==> src/rtl/dog_scheduler_pkg.sv <==
// Shared types and widths for the DoG/extrema sweep scheduler.
// Used by dog_scheduler, its watchdog and the worker-side interface.
package dog_sched_pkg;

   localparam int OCT_W   = 2;
   localparam int SCALE_W = 2;

   typedef enum logic [2:0] {
      IDLE,
      SETUP,
      LAUNCH,
      WAIT_ACK,
      RUN,
      ADVANCE,
      DONE
   } sched_state_t;

   // Width needed to hold the octave-0 side length itself, not just its index range.
   function automatic int DIM_W(input int dimension);
      return $clog2(dimension) + 1;
   endfunction

endpackage

==> src/rtl/dog_scheduler_if.sv <==
// Worker launch handshake plus BRAM read-mux selects between the scheduler
// (master) and the extrema worker / pyramid mux (slave).
interface dog_scheduler_if #(
   parameter int DIMENSION = 64
);
   localparam int DW = dog_sched_pkg::DIM_W(DIMENSION);

   logic                               worker_start;
   logic                               worker_busy;
   logic [dog_sched_pkg::OCT_W-1:0]    octave_out;
   logic [dog_sched_pkg::SCALE_W-1:0]  sharp_sel;
   logic [dog_sched_pkg::SCALE_W-1:0]  fuzzy_sel;
   logic [DW-1:0]                      dim_out;

   modport master (
      output worker_start, octave_out, sharp_sel, fuzzy_sel, dim_out,
      input  worker_busy
   );

   modport slave (
      input  worker_start, octave_out, sharp_sel, fuzzy_sel, dim_out,
      output worker_busy
   );

endinterface

==> src/rtl/dog_scheduler_watchdog.sv <==
// Loadable up-counter with clear and terminal-count flag; bounds how long the
// scheduler waits on the worker. Only instantiated when DOG_SCHED_TIMEOUT_EN is set.
module sched_watchdog #(
   parameter  int LIMIT = 16384,
   localparam int CNT_W = $clog2(LIMIT) + 1
) (
   input  logic             clk,
   input  logic             rst_in,
   input  logic             i_clr,
   input  logic             i_load,
   input  logic [CNT_W-1:0] i_load_val,
   input  logic             i_en,
   output logic             o_tc
);

   logic [CNT_W-1:0] r_count;

   // Terminal count fires on the LIMIT-th enabled cycle after a load of zero.
   assign o_tc = i_en && (r_count == CNT_W'(LIMIT - 1));

   always_ff @(posedge clk or negedge rst_in) begin
      if (!rst_in) begin
         r_count <= '0;
      end else if (i_clr) begin
         r_count <= '0;
      end else if (i_load) begin
         r_count <= i_load_val;
      end else if (i_en && !o_tc) begin
         r_count <= r_count + 1'b1;
      end
   end

endmodule

==> src/rtl/dog_scheduler.sv <==
// Walks every octave and adjacent scale pair, launching the extrema worker once per pair.
// Optional worker watchdog enabled by defining DOG_SCHED_TIMEOUT_EN.
//
// state    | meaning
// IDLE     | waiting for start_in; selects hold last values
// SETUP    | selects stable one cycle for BRAM mux / read latency
// LAUNCH   | worker_start pulsed
// WAIT_ACK | waiting for worker_busy to rise
// RUN      | worker busy; waiting for it to fall
// ADVANCE  | step pair, then octave; or finish
// DONE     | done pulsed, back to IDLE
module dog_scheduler
   import dog_sched_pkg::*;
#(
   parameter int NUM_OCTAVES    = 3,
   parameter int NUM_SCALES     = 4,
   parameter int DIMENSION      = 64,
   parameter int TIMEOUT_CYCLES = 16384
) (
   input  logic            clk,
   input  logic            rst_in,
   input  logic            start_in,
   dog_scheduler_if.master wk,
   output logic            busy,
   output logic            done,
   output logic            error_out
);

   localparam int                 DW        = DIM_W(DIMENSION);
   localparam logic [SCALE_W-1:0] PAIR_LAST = SCALE_W'(NUM_SCALES - 2);
   localparam logic [OCT_W-1:0]   OCT_LAST  = OCT_W'(NUM_OCTAVES - 1);
   localparam logic [DW-1:0]      DIM_FULL  = DW'(DIMENSION);

   if (NUM_OCTAVES < 1 || NUM_OCTAVES > 4) begin : g_bad_octaves
      $error("dog_scheduler: NUM_OCTAVES must be 1..4");
   end
   if (NUM_SCALES < 2 || NUM_SCALES > 4) begin : g_bad_scales
      $error("dog_scheduler: NUM_SCALES must be 2..4");
   end
   if (TIMEOUT_CYCLES < 2) begin : g_bad_timeout
      $error("dog_scheduler: TIMEOUT_CYCLES must be at least 2");
   end

   sched_state_t        r_state;
   logic [OCT_W-1:0]    r_octave;
   logic [SCALE_W-1:0]  r_sharp;
   logic [SCALE_W-1:0]  r_fuzzy;
   logic [DW-1:0]       r_dim;
   logic                r_worker_start;
   logic                r_busy;
   logic                r_done;
   logic                w_start_acc;
   logic                w_timeout;

   assign w_start_acc = (r_state == IDLE) && start_in;

`ifdef DOG_SCHED_TIMEOUT_EN
   logic w_wd_en;
   logic w_wd_tc;
   logic r_error;

   assign w_wd_en = (r_state == WAIT_ACK) || (r_state == RUN);

   sched_watchdog #(
      .LIMIT(TIMEOUT_CYCLES)
   ) u_watchdog (
      .clk        (clk),
      .rst_in     (rst_in),
      .i_clr      (r_state == IDLE),
      .i_load     (r_state == LAUNCH),
      .i_load_val ('0),
      .i_en       (w_wd_en),
      .o_tc       (w_wd_tc)
   );

   assign w_timeout = w_wd_tc;

   // Sticky until the next accepted start so firmware can read it after done.
   always_ff @(posedge clk or negedge rst_in) begin
      if (!rst_in) begin
         r_error <= 1'b0;
      end else if (w_start_acc) begin
         r_error <= 1'b0;
      end else if (w_timeout) begin
         r_error <= 1'b1;
      end
   end

   assign error_out = r_error;
`else
   assign w_timeout = 1'b0;
   assign error_out = 1'b0;
`endif

   always_ff @(posedge clk or negedge rst_in) begin
      if (!rst_in) begin
         r_state        <= IDLE;
         r_octave       <= '0;
         r_sharp        <= '0;
         r_fuzzy        <= SCALE_W'(1);
         r_dim          <= DIM_FULL;
         r_worker_start <= 1'b0;
         r_busy         <= 1'b0;
         r_done         <= 1'b0;
      end else begin
         r_worker_start <= 1'b0;
         r_done         <= 1'b0;
         case (r_state)
            IDLE: begin
               if (w_start_acc) begin
                  r_state  <= SETUP;
                  r_octave <= '0;
                  r_sharp  <= '0;
                  r_fuzzy  <= SCALE_W'(1);
                  r_dim    <= DIM_FULL;
                  r_busy   <= 1'b1;
               end
            end
            SETUP: begin
               r_state        <= LAUNCH;
               r_worker_start <= 1'b1;
            end
            LAUNCH: begin
               r_state <= WAIT_ACK;
            end
            WAIT_ACK: begin
               if (w_timeout) begin
                  r_state <= DONE;
                  r_done  <= 1'b1;
               end else if (wk.worker_busy) begin
                  r_state <= RUN;
               end
            end
            RUN: begin
               if (w_timeout) begin
                  r_state <= DONE;
                  r_done  <= 1'b1;
               end else if (!wk.worker_busy) begin
                  r_state <= ADVANCE;
               end
            end
            ADVANCE: begin
               if (r_sharp < PAIR_LAST) begin
                  r_sharp <= r_sharp + 1'b1;
                  r_fuzzy <= r_fuzzy + 1'b1;
                  r_state <= SETUP;
               end else begin
                  r_sharp <= '0;
                  r_fuzzy <= SCALE_W'(1);
                  if (r_octave < OCT_LAST) begin
                     r_octave <= r_octave + 1'b1;
                     r_dim    <= r_dim >> 1;
                     r_state  <= SETUP;
                  end else begin
                     r_state <= DONE;
                     r_done  <= 1'b1;
                  end
               end
            end
            DONE: begin
               r_state <= IDLE;
               r_busy  <= 1'b0;
            end
            default: begin
               r_state <= IDLE;
               r_busy  <= 1'b0;
            end
         endcase
      end
   end

   assign wk.worker_start = r_worker_start;
   assign wk.octave_out   = r_octave;
   assign wk.sharp_sel    = r_sharp;
   assign wk.fuzzy_sel    = r_fuzzy;
   assign wk.dim_out      = r_dim;
   assign busy            = r_busy;
   assign done            = r_done;

endmodule

==> src/flat_wrapper.sv <==
// flat-port wrapper written by rule: the top's interface ports become plain ports
module dog_scheduler_flat import dog_sched_pkg::*;
#(
   parameter int NUM_OCTAVES    = 3,
   parameter int NUM_SCALES     = 4,
   parameter int DIMENSION      = 64,
   parameter int TIMEOUT_CYCLES = 16384
)
  (clk, rst_in, start_in, busy, done, error_out, wk_worker_start, wk_octave_out, wk_sharp_sel, wk_fuzzy_sel, wk_dim_out, wk_worker_busy);
  dog_scheduler_if #(.DIMENSION(DIMENSION)) wk_i ();
  input  logic clk;
  input  logic rst_in;
  input  logic start_in;
  output logic busy;
  output logic done;
  output logic error_out;
  output wire logic [$bits(wk_i.worker_start)-1:0] wk_worker_start;
  output wire logic [$bits(wk_i.octave_out)-1:0] wk_octave_out;
  output wire logic [$bits(wk_i.sharp_sel)-1:0] wk_sharp_sel;
  output wire logic [$bits(wk_i.fuzzy_sel)-1:0] wk_fuzzy_sel;
  output wire logic [$bits(wk_i.dim_out)-1:0] wk_dim_out;
  input wire logic [$bits(wk_i.worker_busy)-1:0] wk_worker_busy;
  assign wk_worker_start = wk_i.worker_start;
  assign wk_octave_out = wk_i.octave_out;
  assign wk_sharp_sel = wk_i.sharp_sel;
  assign wk_fuzzy_sel = wk_i.fuzzy_sel;
  assign wk_dim_out = wk_i.dim_out;
  assign wk_i.worker_busy = wk_worker_busy;
  dog_scheduler #(.NUM_OCTAVES(NUM_OCTAVES), .NUM_SCALES(NUM_SCALES), .DIMENSION(DIMENSION), .TIMEOUT_CYCLES(TIMEOUT_CYCLES)) u_core (.clk(clk), .rst_in(rst_in), .start_in(start_in), .wk(wk_i), .busy(busy), .done(done), .error_out(error_out));
endmodule
==> config.mk <==
export PLATFORM = sky130hd
export DESIGN_NAME = dog_scheduler_flat
export DESIGN_NICKNAME = d
export VERILOG_FILES = /design/src/rtl/dog_scheduler_pkg.sv /design/src/rtl/dog_scheduler_if.sv /design/src/rtl/dog_scheduler_watchdog.sv /design/src/rtl/dog_scheduler.sv /design/src/flat_wrapper.sv
export SDC_FILE = /design/constraint.sdc
export NUM_CORES = 1
export LEC_CHECK = 0
export ABC_CLOCK_PERIOD_IN_PS = 1600
export BUFFER_PORTS_ARGS = -buffer_cell sky130_fd_sc_hd__buf_2
export CAP_MARGIN = 10
export CORE_MARGIN = 2
export CORE_UTILIZATION = 42
export DETAILED_ROUTE_END_ITERATION = 16
export PLACE_DENSITY = 0.62
export SYNTH_ARGS = -nofsm -noshare
export SYNTH_HDL_FRONTEND = slang
export SYNTH_HIERARCHICAL = 1
export SYNTH_SLANG_ARGS = --single-unit
==> constraint.sdc <==
create_clock -name clk -period 1.6 [get_ports clk]
set_clock_uncertainty 0.15 [all_clocks]
set_input_delay 0.08 -clock clk [delete_from_list [all_inputs] [get_ports clk]]
set_output_delay 0.08 -clock clk [all_outputs]
set_load 0.01 [all_outputs]
==> flow_summary.ini, run 1 <==
[synth]
yosys-top-cells-count = dfrtp_1, nand2_1, inv_1, mux2i_1, nor2_1
ys_seq_elements = 19
synthTopCellsByArea = dfrtp_1, mux2i_1, dfstp_2
synth_cell_types = 34
syn_inst = 97
yosysMostFrequentCell = dfrtp_1
synth_flop_cell = dfrtp_1
syn_avg_cell_area_sq_um = 9.932
synth_edf_count = 0
yosys.area.top_type_share_pct = 44.16
async_flop_share_pct = 100.0
synthesis.area_sq_um = 963.4
syn_nets = 101
ys_seq_area_share_pct = 49.61
yosys_warnings = 6
yosysTopAreaCell = dfrtp_1

[drt]
via_per_inst = 5.007
wire_per_inst_um = 12.15
first_pass_iters = 6
initialDrtViolationCount = 10
vias = 746
drc_errors = 0
drt_wl_total_um = 1811
ant_nets = 0

[global_route]
antenna_found_initial = 0
grt_pass1_vias = 706
overflow = 0
track_usage_pct = 16.41
grt_max_degree = 20
grt_pass1_wl_um = 3160

[critical_path]
critical_path.cell_chain = or4b_4, nand2_1, mux2i_1
path_class = flop to flop
arrival_ns = 1.54
crit_slowest_cell = or4b_4
path_max_fanout = 8
cp_num_buf_inv = 0
crit_required_ns = 1.63
endpoint_kind = flop
cp_top_family = simple AND/OR/NAND/NOR gates
cp-start-kind = flop
cp_slowest_stage_delay_ns = 0.60

[timing]
max_freq_mhz = 662.8
report.final.slew_viol_count = 0
rsz0062_at_grt = no
fin_crit_sh_pct = 94.29
layout_min_cycle_time_ns = 1.509
setup_tns_ns = 0
hold_viol_final = 0
final-setup-viol-count = 0

[flow_run]
cap_viol_max_count = 0

[die]
die_w_um = 51.90
core_sq_um = 2191
initial_core_util_pct = 43.97
rows = 17
ioPinCount = 21
fp.dieArea_sq_um = 2693
die_height_um = 51.90

[clock_network]
cts_buffers = 3
cts_buffer_depth = 2
clk_pin_slew_ns = 0.10
root_buffer = clkbuf_4
clk_latency_ns = 0.29
ctsHtreeMaxLevel = 1
clock_sinks = 19
cts_tree = yes

[pwr]
clkPwrFrac_pct = 13.6
power_frac_seq_pct = 44.6
p_int_mw = 1.076
ir_worst_vdd_mv = 0.6493
p_per_area_nw_per_um2 = 1502
power.share.switching_pct = 37.69
netSwitchingPower_mw = 0.6510
pwr-share-comb_pct = 41.8
power_mw = 1.727
p_leak_nw = 0.5310

[placed_design]
gp_congestion = 0.7442
detailed_place_hpwl_um = 1282
port_buffers = 19

[layout]
area_growth_pct = 19.35
finalNetCount = 126
fin_util_pct = 52.48
diodes = 0
drive_gt1_share_pct = 27.27
nFillCells = 208

[outcome]
status = finished, final reports clean

[worst_hold_path]
min_path_type = primary input to flop
cells by family (layout without fill, tap and decap cells):
logic type | after synthesis | after routing | share of synthesized area [%]
flip-flops | 19 | 19 | 49.61
multiplexers | 9 | 9 | 9.351
AND/OR/NAND/NOR | 35 | 35 | 20.78
other | 1 | 1 | 0.3892
XOR/XNOR | 1 | 1 | 0.9093
buffers and inverters | 16 | 40 | 8.442
AO/OA/AOI/OAI | 16 | 16 | 10.52
cell type report:
type / instances / area, sq um / share of cell area, %
Sequential cell: 19 / 478.0 / 41.57
Tap cell: 28 / 35.03 / 3.047
Multi-Input combinational cell: 62 / 404.1 / 35.15
Inverter: 9 / 33.78 / 2.938
Timing Repair Buffer: 27 / 172.7 / 15.02
Clock buffer: 4 / 26.28 / 2.285
layer usage:
| metal | track usage (%) | up-vias | wire (um) |
|---|---|---|---|
| met5 | 0 | - | 0 |
| met4 | 7.895 | 0 | 17 |
| met3 | 3.448 | 2 | 80 |
| met2 | 26.37 | 22 | 856 |
| met1 | 20.89 | 348 | 857 |
| li1 | - | 374 | - |
state kept, by name, indices dropped and copies added, names as in the netlist:
register / cells
u_core/wk.dim_out: 7
u_core/r_state: 3
u_core/wk.fuzzy_sel: 2
u_core/wk.octave_out: 2
u_core/wk.sharp_sel: 2
u_core/busy: 1
u_core/done: 1
u_core/wk.worker_start: 1
worst min-delay path, delay by kind of cell:
kind / cells / cell delay, ns
simple gates: 2 / 0.23
buf+inv: 1 / 0.12
compound gates: 1 / 0.08
power groups by stage:
stage                     clock (mW)  combinational, mW  sequential (mW)
after floorplan                    0              0.502            0.775
after global placement             0              0.701            0.773
after detailed placement           0              0.720            0.782
after CTS                      0.249              0.729            0.772
after global routing           0.267              0.813            0.803
final                          0.234              0.722            0.771
final timing paths:
kind	startpoint	to	slack, ns	cells after the start
setup / recovery	u_core/r_state[0]$_DFFE_PN0P_	u_core/wk.dim_out[5]$_DFFE_PN0P_	0.09	3
hold reg to reg	u_core/wk.dim_out[6]$_DFFE_PN1P_	u_core/wk.dim_out[6]$_DFFE_PN1P_	0.37	2
hold / removal	start_in	u_core/wk.fuzzy_sel[0]$_DFFE_PN1P_	0.07	4
setup reg to reg	u_core/r_state[0]$_DFFE_PN0P_	u_core/wk.dim_out[5]$_DFFE_PN0P_	0.09	3
min in group asynchronous	rst_in	u_core/wk.dim_out[0]$_DFFE_PN0P_	0.10	2
max in group asynchronous	rst_in	u_core/wk.dim_out[6]$_DFFE_PN1P_	0.87	2
repair_timing:
item	4_1_cts	5_1_grt
buffers inserted	0	0
endpoints found under the hold margin	21	0
hold buffers	2	0
gates resized for setup	0	0
through the flow:
step	std cells	hold WS (ns)	instance area, sq um	worst slack (ns)
6_report	149	0.06812	1150	0.09128
5_1_grt	149	0.08630	1150	0.02873
4_1_cts	149	0.06092	1150	0.08336
3_5_place_dp	143	-0.1080	1104	0.1268
3_3_place_gp	143	-0.1077	1104	0.1406
2_1_floorplan	97	-0.3656	963.4	0.07455
cell usage in the layout, fill, tap and decap left out, types with 5 or more instances in the layout:
| cell type | n |
|---|---|
| nand2_1 | 10 |
| inv_1 | 9 |
| buf_2 | 19 |
| nor2_1 | 7 |
| buf_4 | 5 |
| dfrtp_1 | 17 |
| mux2i_1 | 9 |
Power figures use the tool's default switching activity.
==> run 2, diff against run 1 <==
--- a/config.mk
+++ b/config.mk
@@ -11,7 +11,6 @@
 export CORE_MARGIN = 2
 export CORE_UTILIZATION = 42
 export DETAILED_ROUTE_END_ITERATION = 16
-export PLACE_DENSITY = 0.62
 export SYNTH_ARGS = -nofsm -noshare
 export SYNTH_HDL_FRONTEND = slang
 export SYNTH_HIERARCHICAL = 1
==> run 2 against run 1 <==
  * Via count fell by 1.2%
  * Flip-flop and latch count unchanged
  * Hold slack worse by 0.0087 ns
  * Clock power up 2%
  * Critical path depth unchanged
  * Sequential power fell by 1%
  * Cell area shrank 1.1%
  * First-iteration DRC count shrank 60%
  * Die area unchanged
  * Cell count unchanged
  * Core utilization is 0.57 points lower
==> flow_summary.ini, run 2 (synthesized netlist as in run 1, its figures left out) <==
[pwr]
p_int_mw = 1.075
pwr-share-comb_pct = 41.7
netSwitchingPower_mw = 0.6365
clkPwrFrac_pct = 13.9
p_per_area_nw_per_um2 = 1505
power_frac_seq_pct = 44.4
ir_worst_vdd_mv = 0.7260
p_leak_nw = 0.5283
power.share.switching_pct = 37.19

[placed_design]
port_buffers = 19
detailed_place_hpwl_um = 1295
gp_congestion = 0.6643

[clock_network]
cts_tree = yes
cts_buffers = 3
clock_sinks = 19
clk_latency_ns = 0.29
root_buffer = clkbuf_4
clk_pin_slew_ns = 0.11
ctsHtreeMaxLevel = 1
cts_buffer_depth = 2

[critical_path]
critical_path.cell_chain = or4b_4, nand2_1, mux2i_1
cp_slowest_stage_delay_ns = 0.57
cp_num_buf_inv = 0
arrival_ns = 1.50
crit_slowest_cell = or4b_4
timing.rr.start = u_core/r_state[1]$_DFFE_PN0P_
path_max_fanout = 8
cp_top_family = simple AND/OR/NAND/NOR gates
cp-start-kind = flop
path_class = flop to flop
crit_required_ns = 1.63
r2r_end = u_core/wk.dim_out[2]$_DFFE_PN0P_
endpoint_kind = flop
reg2reg_slack_ns = 0.13
reg2reg_depth = 3
crit_start = u_core/r_state[1]$_DFFE_PN0P_

[drt]
wire_per_inst_um = 11.90
via_per_inst = 4.946
initialDrtViolationCount = 4
first_pass_iters = 4
vias = 737
ant_nets = 0
drc_errors = 0
drt_wl_total_um = 1773

[layout]
drive_gt1_share_pct = 27.27
nFillCells = 222
area_growth_pct = 18.05
final_cell_mix = buf_2, dfrtp_1, nand2_1
fin_util_pct = 51.91
finalNetCount = 126
largest_reg_flops = 7
final_common_cell = buf_2
diodes = 0

[timing]
rsz0062_at_grt = no
report.final.slew_viol_count = 0
fin_crit_sh_pct = 91.81
final-setup-viol-count = 0
max_freq_mhz = 680.8
hold_viol_final = 0
setup_tns_ns = 0
layout_min_cycle_time_ns = 1.469

[die]
rows = 17
ioPinCount = 21
core_sq_um = 2191
initial_core_util_pct = 43.97
die_height_um = 51.90
die_w_um = 51.90
fp.dieArea_sq_um = 2693

[global_route]
overflow = 0
grt_max_degree = 20
track_usage_pct = 15.65
grt_pass1_vias = 692
grt_pass1_wl_um = 3042
antenna_found_initial = 0

[flow_run]
cap_viol_max_count = 0

[worst_hold_path]
whs_endpoint = u_core/wk.fuzzy_sel[0]$_DFFE_PN1P_
hold_depth = 4
worstHoldStart = start_in
min_path_type = primary input to flop

[outcome]
status = finished, final reports clean
-- run 2: cell counts in the layout (fill, tap and decap cells not counted) --
Identical to the previous run, type by type.
-- run 2: metal layers --
metal / global-route usage (%) / vias up / wire length, um
met3: 3.448 / 2 / 57
li1: - / 375 / -
met5: 0 / - / 0
met1: 18.57 / 349 / 821
met4: 6.579 / 0 / 12
met2: 27.00 / 11 / 882
-- run 2: per-stage QoR --
step | hold WS (ns) | setup WS, ns | instances | cell area (sq um) | total power, mW
global placement | -0.1054 | 0.1721 | 143 | 1091 | 1.479
CTS | 0.04945 | 0.1230 | 149 | 1137 | 1.740
finish | 0.05944 | 0.1311 | 149 | 1137 | 1.711
detailed placement | -0.1013 | 0.1334 | 143 | 1091 | 1.492
floorplan | -0.3656 | 0.07455 | 97 | 963.4 | 1.277
global route | 0.07485 | 0.08166 | 149 | 1137 | 1.875
-- run 2: worst max path at each step --
stage          cells after the start                                to  slack (ns)
2_1_floorplan                      5  u_core/wk.dim_out[1]$_DFFE_PN0P_        0.07
3_3_place_gp                       3  u_core/wk.dim_out[0]$_DFFE_PN0P_        0.17
3_5_place_dp                       3  u_core/wk.dim_out[2]$_DFFE_PN0P_        0.13
4_1_cts                            3  u_core/wk.dim_out[1]$_DFFE_PN0P_        0.12
5_1_grt                            3  u_core/wk.dim_out[2]$_DFFE_PN0P_        0.08
6_report                           3  u_core/wk.dim_out[2]$_DFFE_PN0P_        0.13
-- run 2: area by class of cell --
type,instances,area (sq um),area share [%]
Sequential cell,19,478.0,42.02
Multi-Input combinational cell,62,404.1,35.53
Timing Repair Buffer,27,160.2,14.08
Tap cell,28,35.03,3.080
Inverter,9,33.78,2.970
Clock buffer,4,26.28,2.310
-- run 2: power groups by stage --
stage                     logic, mW  registers, mW  clock network, mW
after floorplan               0.502          0.775                  0
after global placement        0.716          0.763                  0
after detailed placement      0.723          0.769                  0
after CTS                     0.726          0.762              0.253
after global routing          0.806          0.789              0.279
final                         0.714          0.760              0.238
-- run 2: worst reg2reg max path, cell delays in order (launching register included) --
cell and delay (ns):
dfrtp_1 0.47, or4b_4 0.57, nand2_1 0.11, mux2i_1 0.07
-- run 2: repair_timing --
action	4_1_cts	5_1_grt
hold endpoints to repair	22	0
setup endpoints to repair	0	0
hold buffers	2	0
gates resized for setup	0	0
setup buffers	0	0
